[src/rtl/instr_fetch_unit.sv]
// Fetch stage: owns the PC, drives the ROM byte address, absorbs the ROM's
// one-cycle read latency and hands {pc, instr} to the decoder over valid/ready.
module instr_fetch_unit #(
  parameter int unsigned ADDR_W   = 14,
  parameter logic [31:0] RESET_PC = 32'h0000_0000
) (
  input  logic              clk,
  input  logic              rst_n,
  output logic [ADDR_W-1:0] o_rom_addr,
  input  logic [31:0]       i_rom_data,
  output logic              o_valid,
  input  logic              i_ready,
  output logic [31:0]       o_instr,
  output logic [31:0]       o_pc,
  input  logic              i_redirect,
  input  logic [31:0]       i_redirect_pc,
  output logic              o_halt,
  output logic              o_misalign,
  output logic [31:0]       o_fetch_cnt
);

  typedef enum logic [1:0] {
    ST_ISSUE   = 2'd0,
    ST_CAPTURE = 2'd1,
    ST_VALID   = 2'd2,
    ST_STOP    = 2'd3
  } state_e;

  state_e      state_q, state_d;
  logic [31:0] pc_q, pc_d;
  logic [31:0] instr_q, instr_d;
  logic [31:0] opc_q, opc_d;
  logic [31:0] cnt_q, cnt_d;
  logic        valid_q, valid_d;
  logic        halt_q, halt_d;
  logic        misalign_q, misalign_d;
  logic        out_of_range_s;

  // Any PC bit above the ROM window means the fetch would alias, so it halts instead.
  assign out_of_range_s = (pc_q >> ADDR_W) != 32'd0;

  assign o_rom_addr  = pc_q[ADDR_W-1:0];
  assign o_valid     = valid_q;
  assign o_instr     = instr_q;
  assign o_pc        = opc_q;
  assign o_halt      = halt_q;
  assign o_misalign  = misalign_q;
  assign o_fetch_cnt = cnt_q;

  // Next-state and datapath updates; a redirect overrides every state action.
  always_comb begin
    state_d    = state_q;
    pc_d       = pc_q;
    instr_d    = instr_q;
    opc_d      = opc_q;
    cnt_d      = cnt_q;
    valid_d    = valid_q;
    halt_d     = halt_q;
    misalign_d = misalign_q;

    if (i_redirect) begin
      pc_d    = {i_redirect_pc[31:2], 2'b00};
      valid_d = 1'b0;
      halt_d  = 1'b0;
      state_d = ST_ISSUE;
      if (i_redirect_pc[1:0] != 2'b00) begin
        misalign_d = 1'b1;
      end else begin
        misalign_d = misalign_q;
      end
    end else begin
      case (state_q)
        ST_ISSUE: begin
          if (out_of_range_s) begin
            halt_d  = 1'b1;
            state_d = ST_STOP;
          end else begin
            state_d = ST_CAPTURE;
          end
        end
        ST_CAPTURE: begin
          instr_d = i_rom_data;
          opc_d   = pc_q;
          if (i_rom_data == 32'h0000_0000) begin
            halt_d  = 1'b1;
            state_d = ST_STOP;
          end else begin
            valid_d = 1'b1;
            state_d = ST_VALID;
          end
        end
        ST_VALID: begin
          if (valid_q && i_ready) begin
            valid_d = 1'b0;
            pc_d    = pc_q + 32'd4;
            cnt_d   = cnt_q + 32'd1;
            state_d = ST_ISSUE;
          end else begin
            state_d = ST_VALID;
          end
        end
        ST_STOP: begin
          valid_d = 1'b0;
          state_d = ST_STOP;
        end
        default: begin
          valid_d = 1'b0;
          state_d = ST_ISSUE;
        end
      endcase
    end
  end

  // State and output registers with asynchronous reset.
  always_ff @(posedge clk or negedge rst_n) begin
    if (!rst_n) begin
      state_q    <= ST_ISSUE;
      pc_q       <= RESET_PC;
      instr_q    <= 32'h0000_0000;
      opc_q      <= 32'h0000_0000;
      cnt_q      <= 32'h0000_0000;
      valid_q    <= 1'b0;
      halt_q     <= 1'b0;
      misalign_q <= 1'b0;
    end else begin
      state_q    <= state_d;
      pc_q       <= pc_d;
      instr_q    <= instr_d;
      opc_q      <= opc_d;
      cnt_q      <= cnt_d;
      valid_q    <= valid_d;
      halt_q     <= halt_d;
      misalign_q <= misalign_d;
    end
  end

endmodule
[config.mk]
export PLATFORM = sky130hd
export DESIGN_NAME = instr_fetch_unit
export DESIGN_NICKNAME = d
export VERILOG_FILES = /design/src/rtl/instr_fetch_unit.sv
export SDC_FILE = /design/constraint.sdc
export NUM_CORES = 1
export LEC_CHECK = 0
export ABC_AREA = 1
export ABC_CLOCK_PERIOD_IN_PS = 2200
export BUFFER_PORTS_ARGS = -buffer_cell sky130_fd_sc_hd__buf_2
export CAP_MARGIN = 20
export CORE_UTILIZATION = 50
export DETAILED_ROUTE_END_ITERATION = 8
export GPL_TIMING_DRIVEN = 1
export HOLD_SLACK_MARGIN = 0.03
export PLACE_DENSITY = 0.77
export SLEW_MARGIN = 5
export SYNTH_ARGS = -nofsm -noshare
export SYNTH_HDL_FRONTEND = slang
export SYNTH_SLANG_ARGS = --single-unit
export TNS_END_PERCENT = 50
[constraint.sdc]
create_clock -name clk -period 2.2 [get_ports clk]
set_input_delay 0.11 -clock clk [delete_from_list [all_inputs] [get_ports clk]]
set_output_delay 0.11 -clock clk [all_outputs]
set_load 0.005 [all_outputs]
==> results of run 1 <==
-- Yosys cell counts, types with 5 or more instances --
master,instances,area [um2]
xnor2_1,7,61.3
nand3b_1,6,45.0
nand2_1,245,920
inv_1,67,251
clkbuf_1,7,26.3
ha_1,6,75.1
mux2_2,35,394
nor2_1,97,364
a21oi_1,5,25.0
o21ai_0,43,215
dfrtp_1,129,3230
nor3_1,13,65.1
xor2_1,26,228
buf_4,16,120
o211ai_1,9,67.6
nand4_1,17,106
buf_2,11,55.1
nor2_2,8,50.1
nand3_1,42,210
o21bai_1,6,45.0
-- timing repair --
item / 4_1_cts / 5_1_grt
hold buffers: 62 / 0
endpoints found under the setup margin: 0 / 0
endpoints found under the hold margin: 189 / 0
-- critical path, delay by kind of cell (launching register included) --
family | cells | cell delay, ps
and+or+nand+nor | 2 | 190
AOI/OAI and AO/OA | 1 | 120
adders and majority gates | 1 | 230
DFF | 1 | 390
buffers and inverters | 4 | 780
-- cell usage in the layout, fill, tap and decap left out, drive strengths merged, types with 7 or more instances in the layout --
cell and instances:
mux2 35, clkbuf 25, nor3 14, o21bai 7
buf 185, o21ai 45, inv 69, dfrtp 129
nand3 44, xnor2 7, nand4 17, nor2 109
o211ai 9, nand2 247, dlygate4sd3 62, xor2 26
-- layer usage --
layer	GRT usage	share of wire	vias to the layer above
met5	0	0	-
met4	0.145	0.038	0
met3	0.0642	0.054	63
met2	0.472	0.49	209
met1	0.331	0.41	2977
li1	-	-	3079
-- sequential cells by signal (all words and copies together) (netlist names) --
| name | flops |
|---|---|
| o_fetch_cnt | 32 |
| o_pc | 30 |
| o_instr | 32 |
| o_halt | 1 |
| pc_q | 30 |
| o_misalign | 1 |
| o_valid | 1 |
| state_q | 2 |
-- power groups by stage --
stage                     logic (mW)  registers, mW  clock network, mW
after floorplan                0.923           3.51                  0
after global placement          1.86           3.45                  0
after detailed placement        1.90           3.48                  0
after CTS                       2.00           3.45               2.87
after global routing            2.23           3.55               2.99
final                           2.00           3.46               2.83
-- logic make-up (layout without fill, tap and decap cells) --
family / Yosys count / count (layout)
DFF: 129 / 129
other: 1 / 5
and+or+nand+nor: 441 / 441
AOI/OAI and AO/OA: 70 / 70
buffers and inverters: 106 / 347
adders and majority gates: 6 / 6
xor gates and xnor gates: 33 / 33
muxes: 35 / 35
-- cell type report --
type	instances	area [um2]
flip-flops and latches	129	3230
diodes	1	2.50
inverters	70	264
well taps	176	220
clock buffers	25	485
multi-input cells	589	3070
fillers	1068	4220
clock inverters	5	103
repair buffers	247	1600
-- final timing paths --
kind	cells past startpoint	startpoint	endpoint
worst max-delay path	8	state_q[0]	pc_q[5]
worst min-delay path	5	i_redirect_pc[26]	pc_q[26]
worst max register to register	8	state_q[0]	pc_q[5]
worst min register to register	2	o_pc[6]	o_pc[6]
max in group asynchronous	3	rst_n	o_fetch_cnt[28]
min in group asynchronous	3	rst_n	pc_q[14]
-- metrics by stage --
step	util	hold slack, ps	instances	cell area [um2]	power [mW]
2_1_floorplan	-	-186	824	6770	4.43
5_1_grt	0.680	76.5	1241	8970	8.76
3_5_place_dp	0.588	281	1149	7760	5.39
4_1_cts	0.680	33.0	1241	8970	8.33
6_report	0.680	36.8	1242	8970	8.29
3_3_place_gp	0.588	284	1149	7760	5.32
==> results_dict.tcl, run 1 <==
set metrics [dict create \
    run_status "completed" \
    clkTransAtPathRegs_ps 60 \
    synth_fa_ha_area_frac 0.0111 \
    finalCriticalPeriod_ps 1860 \
    drive_gt1_frac 0.251 \
    yosys_register_bits 129 \
    path_max_fanout 16 \
    cts_buffers 17 \
    io_buffers 176 \
    power.clock.fraction 0.342 \
    routed_wl_um 18400 \
    postRouteAntennaNets 0 \
    async_reset_ff_frac 1.00 \
    peakVddDrop_v 0.000536 \
    synth-main-ff-cell "dfrtp_1" \
    drv_cap 0 \
    clk_latency_ps 420 \
    routabilityCongestion 0.948 \
    critPathMostFrequentCell "inv_1" \
    post-route-period-util 0.846 \
    synth.mux.area_fraction 0.0583 \
    avgSynthCellArea_um2 8.23 \
    setup-violations-final 0 \
    max_clock_freq_ghz 0.537 \
    grt_pass1_wl_um 30400 \
    synth-edff-count 0 \
    start_util 0.513 \
    grt_max_degree 130 \
    internal_power_mw 5.94 \
    yosysSeqAreaShare 0.478 \
    drt-pass1-iter-count 5 \
    worst_slew_pin_slew_ps 674 \
    layout_setup_ws_ps 338 \
    cts_resized 0 \
    hpwlAfterDp_um 12400 \
    die_w_um 118 \
    viasPerCell 5.10 \
    rsz0062_at_grt "no" \
    cts_setup_buffers 0 \
    dieArea_mm2 0.0140 \
    grt_pass1_vias 6362 \
    drtIter0Drc 382 \
    cts_buffer_depth 2 \
    clkSinkCount 129 \
    wire_per_inst_um 14.8 \
    finClkSkew_ps 8.03 \
    leakagePower_nw 4.45 \
    io_pins 181 \
    rows 42 \
    grt_usage 0.279 \
    area_delta_synth_final_pct 32.7 \
    grt_overflow 0 \
    synth_simple_gate_area_share 0.280 \
    p_per_area_mw_per_mm2 924 \
    drc 0 \
    synth_cell_types 35 \
    syn-cell-area_mm2 0.00676 \
    netSwitchingFraction 0.283 \
    r2r_setup_slack_ps 340 \
    slew_viol_final 0 \
    yosysWarningCount 0 \
    synth_compound_area_frac 0.0600 \
    finalHoldViolations 0 \
    die_h_um 118 \
    core-area_mm2 0.0132 \
    endpoint_kind "flip-flop" \
    syn_inst 821 \
    cts_tree "yes" \
    cpPeakStageDelay_ps 410 \
    path_cells "inv_1 -> ha_1 -> inv_2 -> nor2_4 -> nor2_1 -> inv_1 -> buf_4 -> o221ai_1" \
    h-tree-depth 4 \
    final_nets 1128 \
    pre_cts_slack_ps 338 \
    antenna_found_initial 1 \
    dr_total_vias 6328 \
    critPathRequiredTime_ps 2470 \
    power_frac_comb 0.241 \
    tns_ps 0 \
    seq_power_share 0.417 \
    slowest_stage "inv_1" \
    synth_top_family_by_area "simple AND/OR/NAND/NOR gates" \
    synth_xor_area_frac 0.0428 \
    relSlewSlack 0.551 \
    switchingPower_mw 2.34 \
    root_buffer "clkbuf_16" \
    worstHoldPathType "input port to flip-flop" \
    cp-start-kind "flip-flop" \
    crit_type "flip-flop to flip-flop" \
    cp.arrival_ps 2130 \
]
Power figures use the tool's default switching activity.
==> run 2, diff against run 1 <==
--- a/config.mk
+++ b/config.mk
@@ -6,14 +6,14 @@
 export NUM_CORES = 1
 export LEC_CHECK = 0
 export ABC_AREA = 1
-export ABC_CLOCK_PERIOD_IN_PS = 2200
+export ABC_CLOCK_PERIOD_IN_PS = 1700
 export BUFFER_PORTS_ARGS = -buffer_cell sky130_fd_sc_hd__buf_2
 export CAP_MARGIN = 20
-export CORE_UTILIZATION = 50
+export CORE_UTILIZATION = 48
 export DETAILED_ROUTE_END_ITERATION = 8
 export GPL_TIMING_DRIVEN = 1
 export HOLD_SLACK_MARGIN = 0.03
-export PLACE_DENSITY = 0.77
+export PLACE_DENSITY = 0.78
 export SLEW_MARGIN = 5
 export SYNTH_ARGS = -nofsm -noshare
 export SYNTH_HDL_FRONTEND = slang
==> constraint.sdc (replaced) <==
create_clock -name clk -period 1.7 [get_ports clk]
set_input_delay 0.085 -clock clk [delete_from_list [all_inputs] [get_ports clk]]
set_output_delay 0.085 -clock clk [all_outputs]
set_load 0.005 [all_outputs]
==> results_dict.tcl, run 2 (synthesis gave the netlist of run 1 again) <==
set metrics [dict create \
    run_status "completed" \
    tns_ps 0 \
    finalPower_mw 11.1 \
    wire_per_inst_um 15.1 \
    seq_area_mm2 0.00323 \
    cp.arrival_ps 1910 \
    mostFrequentLayoutCell "nand2_1" \
    clkTransAtPathRegs_ps 50 \
    slew_viol_final 0 \
    netSwitchingFraction 0.288 \
    grt_pass1_wl_um 30800 \
    grt_max_degree 45 \
    postRouteAntennaNets 0 \
    die_w_um 121 \
    final_nets 1154 \
    grt_usage 0.272 \
    critPathRequiredTime_ps 2000 \
    power_frac_comb 0.253 \
    io_buffers 176 \
    grt_overflow 0 \
    path_max_fanout 5 \
    io_pins 181 \
    root_buffer "clkbuf_16" \
    endpoint_kind "flip-flop" \
    seq_power_share 0.403 \
    p_per_area_mw_per_mm2 1190 \
    hpwlAfterDp_um 13000 \
    clk_latency_ps 420 \
    power.clock.fraction 0.344 \
    finalHoldViolations 0 \
    rows 42 \
    setup-violations-final 0 \
    max_clock_freq_ghz 0.620 \
    drv_cap 0 \
    viasPerCell 5.14 \
    multi_input_area_mm2 0.00312 \
    drc 0 \
    switchingPower_mw 3.19 \
    peakVddDrop_v 0.000720 \
    area_delta_synth_final_pct 37.4 \
    cts_tree "yes" \
    core-area_mm2 0.0135 \
    post-route-period-util 0.949 \
    finalCriticalPeriod_ps 1610 \
    start_util 0.501 \
    h-tree-depth 4 \
    antenna_found_initial 2 \
    routabilityCongestion 0.915 \
    cp-start-kind "flip-flop" \
    finClkSkew_ps 7.59 \
    cts_buffers 17 \
    routed_wl_um 19100 \
    crit_type "flip-flop to flip-flop" \
    drive_gt1_frac 0.277 \
    drtIter0Drc 353 \
    dr_total_vias 6526 \
    mostFrequentLayoutCells "244 x nand2_1, 175 x buf_2, 129 x dfrtp_1" \
    fill_cells 1058 \
    internal_power_mw 7.88 \
    grt_pass1_vias 6391 \
    clkSinkCount 129 \
    leakagePower_nw 4.62 \
    dieArea_mm2 0.0146 \
    drt-pass1-iter-count 5 \
    rsz0062_at_grt "yes" \
    cts_buffer_depth 2 \
    die_h_um 121 \
    worstHoldPathType "input port to flip-flop" \
]
[run 2: cell types whose count changed in the layout (fill, tap and decap cells not counted), moves of 2 or more]
| cell | previous run | this run |
|---|---|---|
| nor2_4 | 4 | 7 |
| clkinvlp_4 | 1 | 3 |
| buf_12 | 2 | 5 |
| clkinv_2 | 2 | 4 |
| clkbuf_8 | 3 | 5 |
| buf_4 | 8 | 30 |
| clkbuf_1 | 5 | 1 |
| nor2_1 | 97 | 95 |
[run 2: layout make-up]
type,instances,share of cell area
multi-input cells,589,0.335
clock inverters,9,0.0137
clock buffers,23,0.0536
inverters,70,0.0284
flip-flops and latches,129,0.348
repair buffers,273,0.197
diodes,1,0.000269
well taps,176,0.0237
[run 2: power groups by stage]
stage	sequential, mW	clock, mW	combinational, mW
finish	4.46	3.81	2.80
global route	4.57	4.00	3.08
CTS	4.44	3.85	2.75
detailed placement	4.47	0	2.62
global placement	4.43	0	2.55
floorplan	4.54	0	1.19
[run 2: path summary, 6_finish.rpt]
check,from,to,slack (ps),depth (start not counted)
worst max-delay path,state_q[0],o_fetch_cnt[25],90,11
worst min-delay path,i_redirect_pc[25],pc_q[25],50,5
worst max register to register,state_q[0],o_fetch_cnt[25],90,11
worst min register to register,o_pc[16],o_pc[16],470,2
max in group asynchronous,rst_n,o_fetch_cnt[28],960,3
min in group asynchronous,rst_n,o_instr[30],150,2
[run 2: timing repair]
action                                  in CTS  in global routing
endpoints found under the setup margin       1                 33
pin swaps                                    1                  5
resized for setup                            1                  9
cloned                                       0                  0
hold buffers                                63                  0
hold endpoints to repair                   190                  0
setup buffers                                2                  2
[run 2: critical path, cell delays in order (launching register included)]
cell and delay (ps):
dfrtp_1 400, inv_2 80, ha_4 130, inv_2 40, nor2_4 120, nand2_4 90, nor2_4 150, nand3_4 130
nor2_4 170, nand2_1 70, nand2_1 70, nand2_1 50
[run 2: metrics by stage]
step	setup slack [ps]	cells	hold slack [ps]	instance area, um2	utilization
final	86.1	1270	45.3	9290	0.688
after global routing	-24.6	1269	69.3	9290	0.688
after CTS	5.52	1267	34.3	9230	0.684
after detailed placement	-11.7	1170	48.6	7960	0.589
after global placement	58.6	1170	46.4	7960	0.589
after floorplan	64.7	824	-211	6770	-
[run 2: layer usage]
layer / vias up / GRT usage / wire length [um]
met2: 260 / 0.454 / 9320
met4: 2 / 0.137 / 675
met1: 3060 / 0.335 / 7940
met3: 61 / 0.0519 / 1170
li1: 3143 / - / -
met5: - / 0 / 16
